## src/rtl/instruction_loader_pkg.sv

```systemverilog
// Shared definitions for the instruction loader and instruction memory.
// Holds the loader FSM encoding and the default word/address widths.
package instruction_loader_pkg;

    // Default instruction word width and memory address width.
    localparam int NUM_OF_BITS      = 16;
    localparam int NUM_OF_REGISTERS = 5;

    // Loader session states.
    typedef enum logic [1:0] {
        ST_IDLE = 2'd0,
        ST_LOAD = 2'd1,
        ST_DONE = 2'd2
    } state_e;

endpackage

```

## src/rtl/instruction_loader.sv

```systemverilog
// Streams program words from a valid/ready source into an external
// instruction memory, one registered write per accepted word.
//
// Ports:
//   clk, rst_n          clock, async active-low reset
//   start               begin a session (sampled in IDLE only)
//   base_addr, length   first write address and word count (0..32)
//   abort               end an active session with an error
//   in_valid, in_data   source word handshake input
//   in_ready            loader can take a word this cycle
//   wr_en/addr/data     registered memory write port
//   busy, done          session active / one-cycle completion pulse
//   error               sticky fault (empty session or abort)
//   checksum            modular sum of words accepted this session
module instruction_loader
    import instruction_loader_pkg::*;
#(
    parameter int Num_of_bits      = NUM_OF_BITS,
    parameter int Num_of_registers = NUM_OF_REGISTERS
) (
    input  logic                        clk,
    input  logic                        rst_n,
    input  logic                        start,
    input  logic [Num_of_registers-1:0] base_addr,
    input  logic [Num_of_registers:0]   length,
    input  logic                        abort,
    input  logic                        in_valid,
    input  logic [Num_of_bits-1:0]      in_data,
    output logic                        in_ready,
    output logic                        wr_en,
    output logic [Num_of_registers-1:0] wr_addr,
    output logic [Num_of_bits-1:0]      wr_data,
    output logic                        busy,
    output logic                        done,
    output logic                        error,
    output logic [Num_of_bits-1:0]      checksum
);

    localparam logic [Num_of_registers:0] REM_ONE =
        (Num_of_registers+1)'(1);

    state_e state_q, state_d;

    logic [Num_of_registers-1:0] addr_q, addr_d;
    logic [Num_of_registers:0]   rem_q, rem_d;
    logic [Num_of_bits-1:0]      csum_q, csum_d;
    logic                        err_q, err_d;
    logic                        wr_en_q, wr_en_d;
    logic [Num_of_registers-1:0] wr_addr_q, wr_addr_d;
    logic [Num_of_bits-1:0]      wr_data_q, wr_data_d;

    logic accept;
    logic empty_start;

    assign empty_start = (length == '0);

    // ---------------------------------------------------------------
    // FSM: state register
    // ---------------------------------------------------------------
    always_ff @(posedge clk or negedge rst_n) begin
        if (!rst_n) begin
            state_q <= ST_IDLE;
        end else begin
            state_q <= state_d;
        end
    end

    // ---------------------------------------------------------------
    // FSM: next-state logic
    // ---------------------------------------------------------------
    always_comb begin
        state_d = state_q;
        unique case (state_q)
            ST_IDLE: begin
                if (start) begin
                    state_d = empty_start ? ST_DONE : ST_LOAD;
                end
            end
            ST_LOAD: begin
                // Abort wins over a word offered in the same cycle.
                if (abort) begin
                    state_d = ST_IDLE;
                end else if (accept && (rem_q == REM_ONE)) begin
                    state_d = ST_DONE;
                end
            end
            ST_DONE: begin
                state_d = ST_IDLE;
            end
            default: begin
                state_d = ST_IDLE;
            end
        endcase
    end

    // ---------------------------------------------------------------
    // FSM: outputs decoded from the current state
    // ---------------------------------------------------------------
    always_comb begin
        in_ready = 1'b0;
        busy     = 1'b0;
        done     = 1'b0;
        unique case (state_q)
            ST_LOAD: begin
                in_ready = ~abort;
                busy     = 1'b1;
            end
            ST_DONE: begin
                done = 1'b1;
            end
            default: begin
                in_ready = 1'b0;
            end
        endcase
    end

    assign accept = in_valid & in_ready;

    // ---------------------------------------------------------------
    // Datapath next-state
    // ---------------------------------------------------------------
    always_comb begin
        addr_d    = addr_q;
        rem_d     = rem_q;
        csum_d    = csum_q;
        err_d     = err_q;
        wr_en_d   = 1'b0;
        wr_addr_d = wr_addr_q;
        wr_data_d = wr_data_q;

        unique case (state_q)
            ST_IDLE: begin
                if (start) begin
                    // An empty session still starts a fresh checksum.
                    csum_d = '0;
                    if (empty_start) begin
                        err_d = 1'b1;
                    end else begin
                        addr_d = base_addr;
                        rem_d  = length;
                        err_d  = 1'b0;
                    end
                end
            end
            ST_LOAD: begin
                if (abort) begin
                    err_d = 1'b1;
                end else if (accept) begin
                    wr_en_d   = 1'b1;
                    wr_addr_d = addr_q;
                    wr_data_d = in_data;
                    // Address wraps naturally at the memory depth.
                    addr_d    = addr_q + 1'b1;
                    rem_d     = rem_q - 1'b1;
                    csum_d    = csum_q + in_data;
                end
            end
            default: begin
                wr_en_d = 1'b0;
            end
        endcase
    end

    // ---------------------------------------------------------------
    // Datapath registers
    // ---------------------------------------------------------------
    always_ff @(posedge clk or negedge rst_n) begin
        if (!rst_n) begin
            addr_q    <= '0;
            rem_q     <= '0;
            csum_q    <= '0;
            err_q     <= 1'b0;
            wr_en_q   <= 1'b0;
            wr_addr_q <= '0;
            wr_data_q <= '0;
        end else begin
            addr_q    <= addr_d;
            rem_q     <= rem_d;
            csum_q    <= csum_d;
            err_q     <= err_d;
            wr_en_q   <= wr_en_d;
            wr_addr_q <= wr_addr_d;
            wr_data_q <= wr_data_d;
        end
    end

    assign wr_en    = wr_en_q;
    assign wr_addr  = wr_addr_q;
    assign wr_data  = wr_data_q;
    assign error    = err_q;
    assign checksum = csum_q;

endmodule

```

## config.mk

```make
export PLATFORM = sky130hd
export DESIGN_NAME = instruction_loader
export DESIGN_NICKNAME = d
export VERILOG_FILES = /design/src/rtl/instruction_loader_pkg.sv /design/src/rtl/instruction_loader.sv
export SDC_FILE = /design/constraint.sdc
export NUM_CORES = 1
export LEC_CHECK = 0
export CAP_MARGIN = 25
export CORE_MARGIN = 1.5
export CORE_UTILIZATION = 49
export CTS_BUF_LIST = sky130_fd_sc_hd__clkbuf_4 sky130_fd_sc_hd__clkbuf_8 sky130_fd_sc_hd__clkbuf_16
export DETAILED_ROUTE_END_ITERATION = 7
export PLACE_DENSITY = 0.85
export SKIP_CTS_REPAIR_TIMING = 1
export SYNTH_ARGS = -nofsm -noshare
export SYNTH_HDL_FRONTEND = slang
export SYNTH_SLANG_ARGS = --single-unit
```

## constraint.sdc

```tcl
create_clock -name clk -period 2.8 [get_ports clk]
set_input_delay 0.42 -clock clk [delete_from_list [all_inputs] [get_ports clk]]
set_output_delay 0.42 -clock clk [all_outputs]
set_load 0.01 [all_outputs]
```

== After elaboration in Yosys (flattened, before gate mapping) ==
Cells that the tools add are included.
Operators by class
  add/subtract/negate cells: 3
  eq/ne operators: 9
  multiplexer cells: 29
  bitwise logic cells: 2
  reductions and logical operators: 9
Operators with widths (count)
  two-way mux 16 bit: 3
  one-hot mux 16 bit (2 select lines): 1
  two-way mux 6 bit: 4
  two-way mux 5 bit: 4
  adder 16 bit: 1
  one-hot mux 6 bit (2 select lines): 1
  != test 2 bit (second input constant): 5
  one-hot mux 5 bit (2 select lines): 1
  two-way mux 1 bit: 9
  two-way mux 2 bit: 4
  == test 6 x 1 -> 1 bit (second input constant): 1
  logical NOT 6 bit: 1
  AND reduction 3 bit: 2
  subtractor 6 x 1 -> 6 bit (second input constant): 1
  adder 5 x 1 -> 5 bit (second input constant): 1
  AND reduction 5 bit: 1
  one-hot mux 2 bit (2 select lines): 1
  AND reduction 4 bit: 1
  != test 3 bit (second input constant): 1
  == test 2 x 1 -> 1 bit (second input constant): 1
  == test 2 bit (second input constant): 1
  logical NOT 2 bit: 1
  one-hot mux 1 bit (2 select lines): 1
  AND reduction 2 bit: 1
  4 further kinds: 4
Word-level totals
  flip-flop bits (word level): 52
  input bits: 32
  output and inout port bits: 42
  word-level logic and storage cells: 60

== Depth between registers and ports, before layout ==
  word-level depth: 7
  depth in mapped cells: 10
  gate-level depth less buffers: 9

== Worst setup path before layout ==
Ideal clock, no wire load.
  kind: in2reg
  start point: input port in_data[0]
  end point: register csum_q[8], in the netlist checksum[8]
  library setup time: 0.122 ns
  data arrival time: 1.972 ns
  required time: 2.678 ns
  path slack: 0.707 ns
  stages on the path: 9
  buffers on the path: 0
  cell sequence: ha_1 -> inv_1 -> fa_1 -> nor2b_1 -> o2111ai_1 -> a21boi_1 -> o21a_1 -> or3_1 -> a32o_1
On the way
  longest elaborated chain between the ends: 4
Ends and longest elaborated chain
  start, declared: line instruction_loader.sv:28  | input logic [Num_of_bits-1:0] in_data,
  adder 16 bit: line instruction_loader.sv:155  | csum_d = csum_q + in_data;
  two-way mux 16 bit: line instruction_loader.sv:148  | end else if (accept) begin
  two-way mux 16 bit: line instruction_loader.sv:146  | if (abort) begin
  one-hot mux 16 bit (2 select lines): line instruction_loader.sv:131  | unique case (state_q)
  end signal, assigned: line instruction_loader.sv:179  | csum_q <= csum_d;
  end, declared: line instruction_loader.sv:46  | logic [Num_of_bits-1:0] csum_q, csum_d;
No other way between the ends. The select of a mux whose other input is x is not followed.
A chain may end at the register's enable or synchronous reset.

== Worst setup path after layout ==
  start point: input port in_data[0]
  end point: register csum_q[12], in the netlist checksum[12]
Same word-level chain as after synthesis.

==> summary.md <==
| Metric | Value |
|---|---|
| Root buf cell | clkbuf_8 |
| Vias in the first global route | between 2000 and 3000 |
| Min Clock Period, post-route | ~2.5 ns |
| CP Max Fanout | 3 |
| F_max | between 0.4 and 0.5 GHz |
| CTS tree | built |
| Largest net degree at the start of global routing | 32 |
| Layout cells sized above 1 | under 10% |
| Area added between synthesis and finish | 31.35% |
| # fillers | about 480 |
| Slowest cell on crit path | clkdlybuf4s50_1 |
| Worst reg-to-reg path cell count | 9 |
| Mapped Avg Cell Area | ~8.5 µm² |
| I/O Pins | 74 |
| Yosys warns | 0 |
| Port bufs | 73 |
| Routed vias/inst | 5.554 |
| Setup_tns | 0 ns |
| Worst-path cell chain | clkdlybuf4s50_1 > ha_1 > inv_1 > fa_1 > nor2b_1 > o2111ai_1 > nand3_1 > nand4_1 > a21o_1 > a32o_1 |
| DRT Pass-1 Iters | 4 |
| Hold_sp | wr_data[2] |
| Initial DRC count | 141 |
| Worst setup endpoint | checksum[12] |
| Vias | 2766 |
| Initial antenna violation count | 0 |
| Clock latency on the worst-skew pair | 0.30 ns |
| Number of cells on the critical path | 10 |
| Pwr/cell area | 793.9 nW/µm² |
| Post-synthesis sequential area ratio | 43.99% |
| Final hold violation count | 0 |
| CP max stage delay | between 0.4 and 0.5 ns |
| Routed length per instance | approximately 15 µm |
| CTS Buf Count | 5 |
| Core area | ~6000 µm² |
| Worst Max-Slew Pin Slew | approximately 0.58 ns |
| Mapped Nets | just under 400 |
| DIE AREA | ~6500 µm² |
| Worst Path Required | about 3 ns |
| Leak pwr | ~1.8 nW |
| Most frequent cells in the layout | nand2_1, clkdlybuf4s50_1, dfrtp_1 |
| Critical path data arrival time | ~2.7 ns |
| FF-to-FF End | checksum[12] |
| CTS Sinks | 52 |
| Type of origin of the critical path | primary input |
| Clk_skew | between 0.008 and 0.009 ns |
| Slew Viols, Final | 0 |
| Crit path from | in_data[0] |
| Final Wtd Congestion | approximately 0.87 |
| Total Routing Usage GR | between 20% and 30% |
| Cell family with most CP delay | compound AO/OA/AOI/OAI gates |
| # rows | 28 |
| Multi-input logic area | between 1500 and 2000 µm² |
| Clk pin slew, worst setup/hold paths | roughly 0.10 ns |
| CP bufs+invs | 2 |
| Depth of the CTS H-tree | 2 |
| Status | completed |
| Final Cycle Share | about nine tenths |
| First-pass GRT wire length | between 10000 and 15000 µm |
| Slew headroom | slightly above 60% |
| Cell variety after synth | 47 |
| Final setup violation count | 0 |
| RSZ-0062 raised after global routing | no |
| Worst Hold Class | flip-flop to flip-flop |
| Cells after Synth | about 350 |
| Net count, final | roughly 470 |
| Die width | just over 80 µm |
| R2r startpoint | checksum[0] |
| Final antenna-violating net count | 0 |
| Ant diodes | 0 |
| Seq cells post-synth | 52 |
| Die Ht | about 81 µm |
| Grt total ovfl | 0 |
| Max-cap violations | 0 |
| Post-synth EDFFs | 0 |
| Kind of critical path | primary input to flip-flop |
| Top FF cell, synth | dfrtp_1 |
| Most common cell after layout, fill and taps aside | nand2_1 |
| Clock Tree Buf Depth | 2 |
| Dpl hpwl | between 5000 and 6000 µm |
| Initial core utilization | about half |
| DRT Wirelength | ~7300 µm |
| Register Area | approximately 1300 µm² |
| Mapped cell area | 2958 µm² |
| Remaining DRCs | 0 |
| Fraction of registers with async set/reset | 100.0% |
| Flop2flop setup slack | 0.52 ns |
| Endpoint type of the worst setup path | flip-flop |
| Peak VDD IR | around 500 µV |
| Worst Hold Slack | between 0.4 and 0.5 ns |
-- registers in the layout (all words and copies together) (netlist names) --
register,flops
wr_data,16
error,1
wr_addr,5
addr_q,5
rem_q,6
state_q,2
wr_en,1
checksum,16
-- final cells by class --
| type | count | area share, % |
|---|---|---|
| clock buffer | 7 | 2.319 |
| clock inverter | 1 | 0.1932 |
| inverter | 15 | 1.449 |
| multi-input combinational | 266 | 39.65 |
| sequential | 52 | 33.49 |
| tap | 75 | 2.415 |
| timing repair buffer | 82 | 20.48 |
-- Yosys cell counts (all sizes together) (2+ instances only) --
library cell	instances	share of area (%)
o211ai	3	0.93
nor2	13	1.6
nor3	6	1.0
clkbuf	8	1.0
a21o	5	1.3
ha	18	7.6
a21oi	30	5.1
nor4	2	0.42
a31oi	2	0.42
a32o	3	1.0
nand3	12	2.0
nand2b	3	0.63
o21ai	24	4.1
a22o	3	0.89
o22ai	3	0.63
a22oi	3	0.76
nor2b	5	1.1
inv	15	1.9
xor2	4	1.2
nand4	2	0.42
a211oi	2	0.51
nand2	93	12
or2	2	0.42
buf	6	1.0
dfrtp	52	44
nand4b	3	0.89
or4	2	0.63
or3	3	0.63
o21a	3	0.80
o31ai	3	0.93
xnor2	3	0.89
-- worst min-delay path by stage --
stage	end	depth (start not counted)
global placement	rem_q[0]	1
detailed placement	wr_addr[4]	1
CTS	wr_addr[4]	1
finish	wr_data[2]	2
floorplan	addr_q[0]	0
global route	wr_addr[2]	2
-- routing by layer --
layer | part of all wire, % | up-vias | track usage [%]
met1 | 45 | 1305 | 31.96
met2 | 49 | 94 | 40.42
li1 | - | 1358 | -
met5 | 0 | - | 0
met4 | 1.0 | 0 | 7.241
met3 | 5.9 | 9 | 3.636
-- worst reg2reg max path: cells and delay by family, from the launching register on --
kind                       cells  cell delay, ns
AOI/OAI and AO/OA              3            0.63
and+or+nand+nor                3            0.47
buffers and inverters          1            0.06
DFF                            1            0.40
adders and majority gates      2            0.61
-- report_power, final --
group	internal (mW)	switching [mW]	leakage (nW)
clock network	0.211	0.245	0.0479
registers	0.996	0.196	0.651
logic	0.722	0.714	1.07
-- cells by family after synthesis --
family	count (synthesis)	synth area share [%]
buffers and inverters	29	3.934
AOI/OAI and AO/OA	91	19.37
adders and majority gates	19	8.291
xor gates and xnor gates	7	2.073
DFF	52	43.99
and+or+nand+nor	149	22.34
-- metrics by stage --
step	instance area [µm²]	std cells	power, mW	utilization, %	setup slack, ns
after floorplan	2958	347	2.004	-	0.7068
after detailed placement	3777	489	2.623	64.18	0.04254
after global routing	3885	498	3.315	66.01	0.1629
after CTS	3875	497	3.088	65.84	0.3399
after global placement	3777	489	2.572	64.18	0.09001
final	3885	498	3.084	66.01	0.3203
No activity file was read; power rests on OpenSTA's default activity.
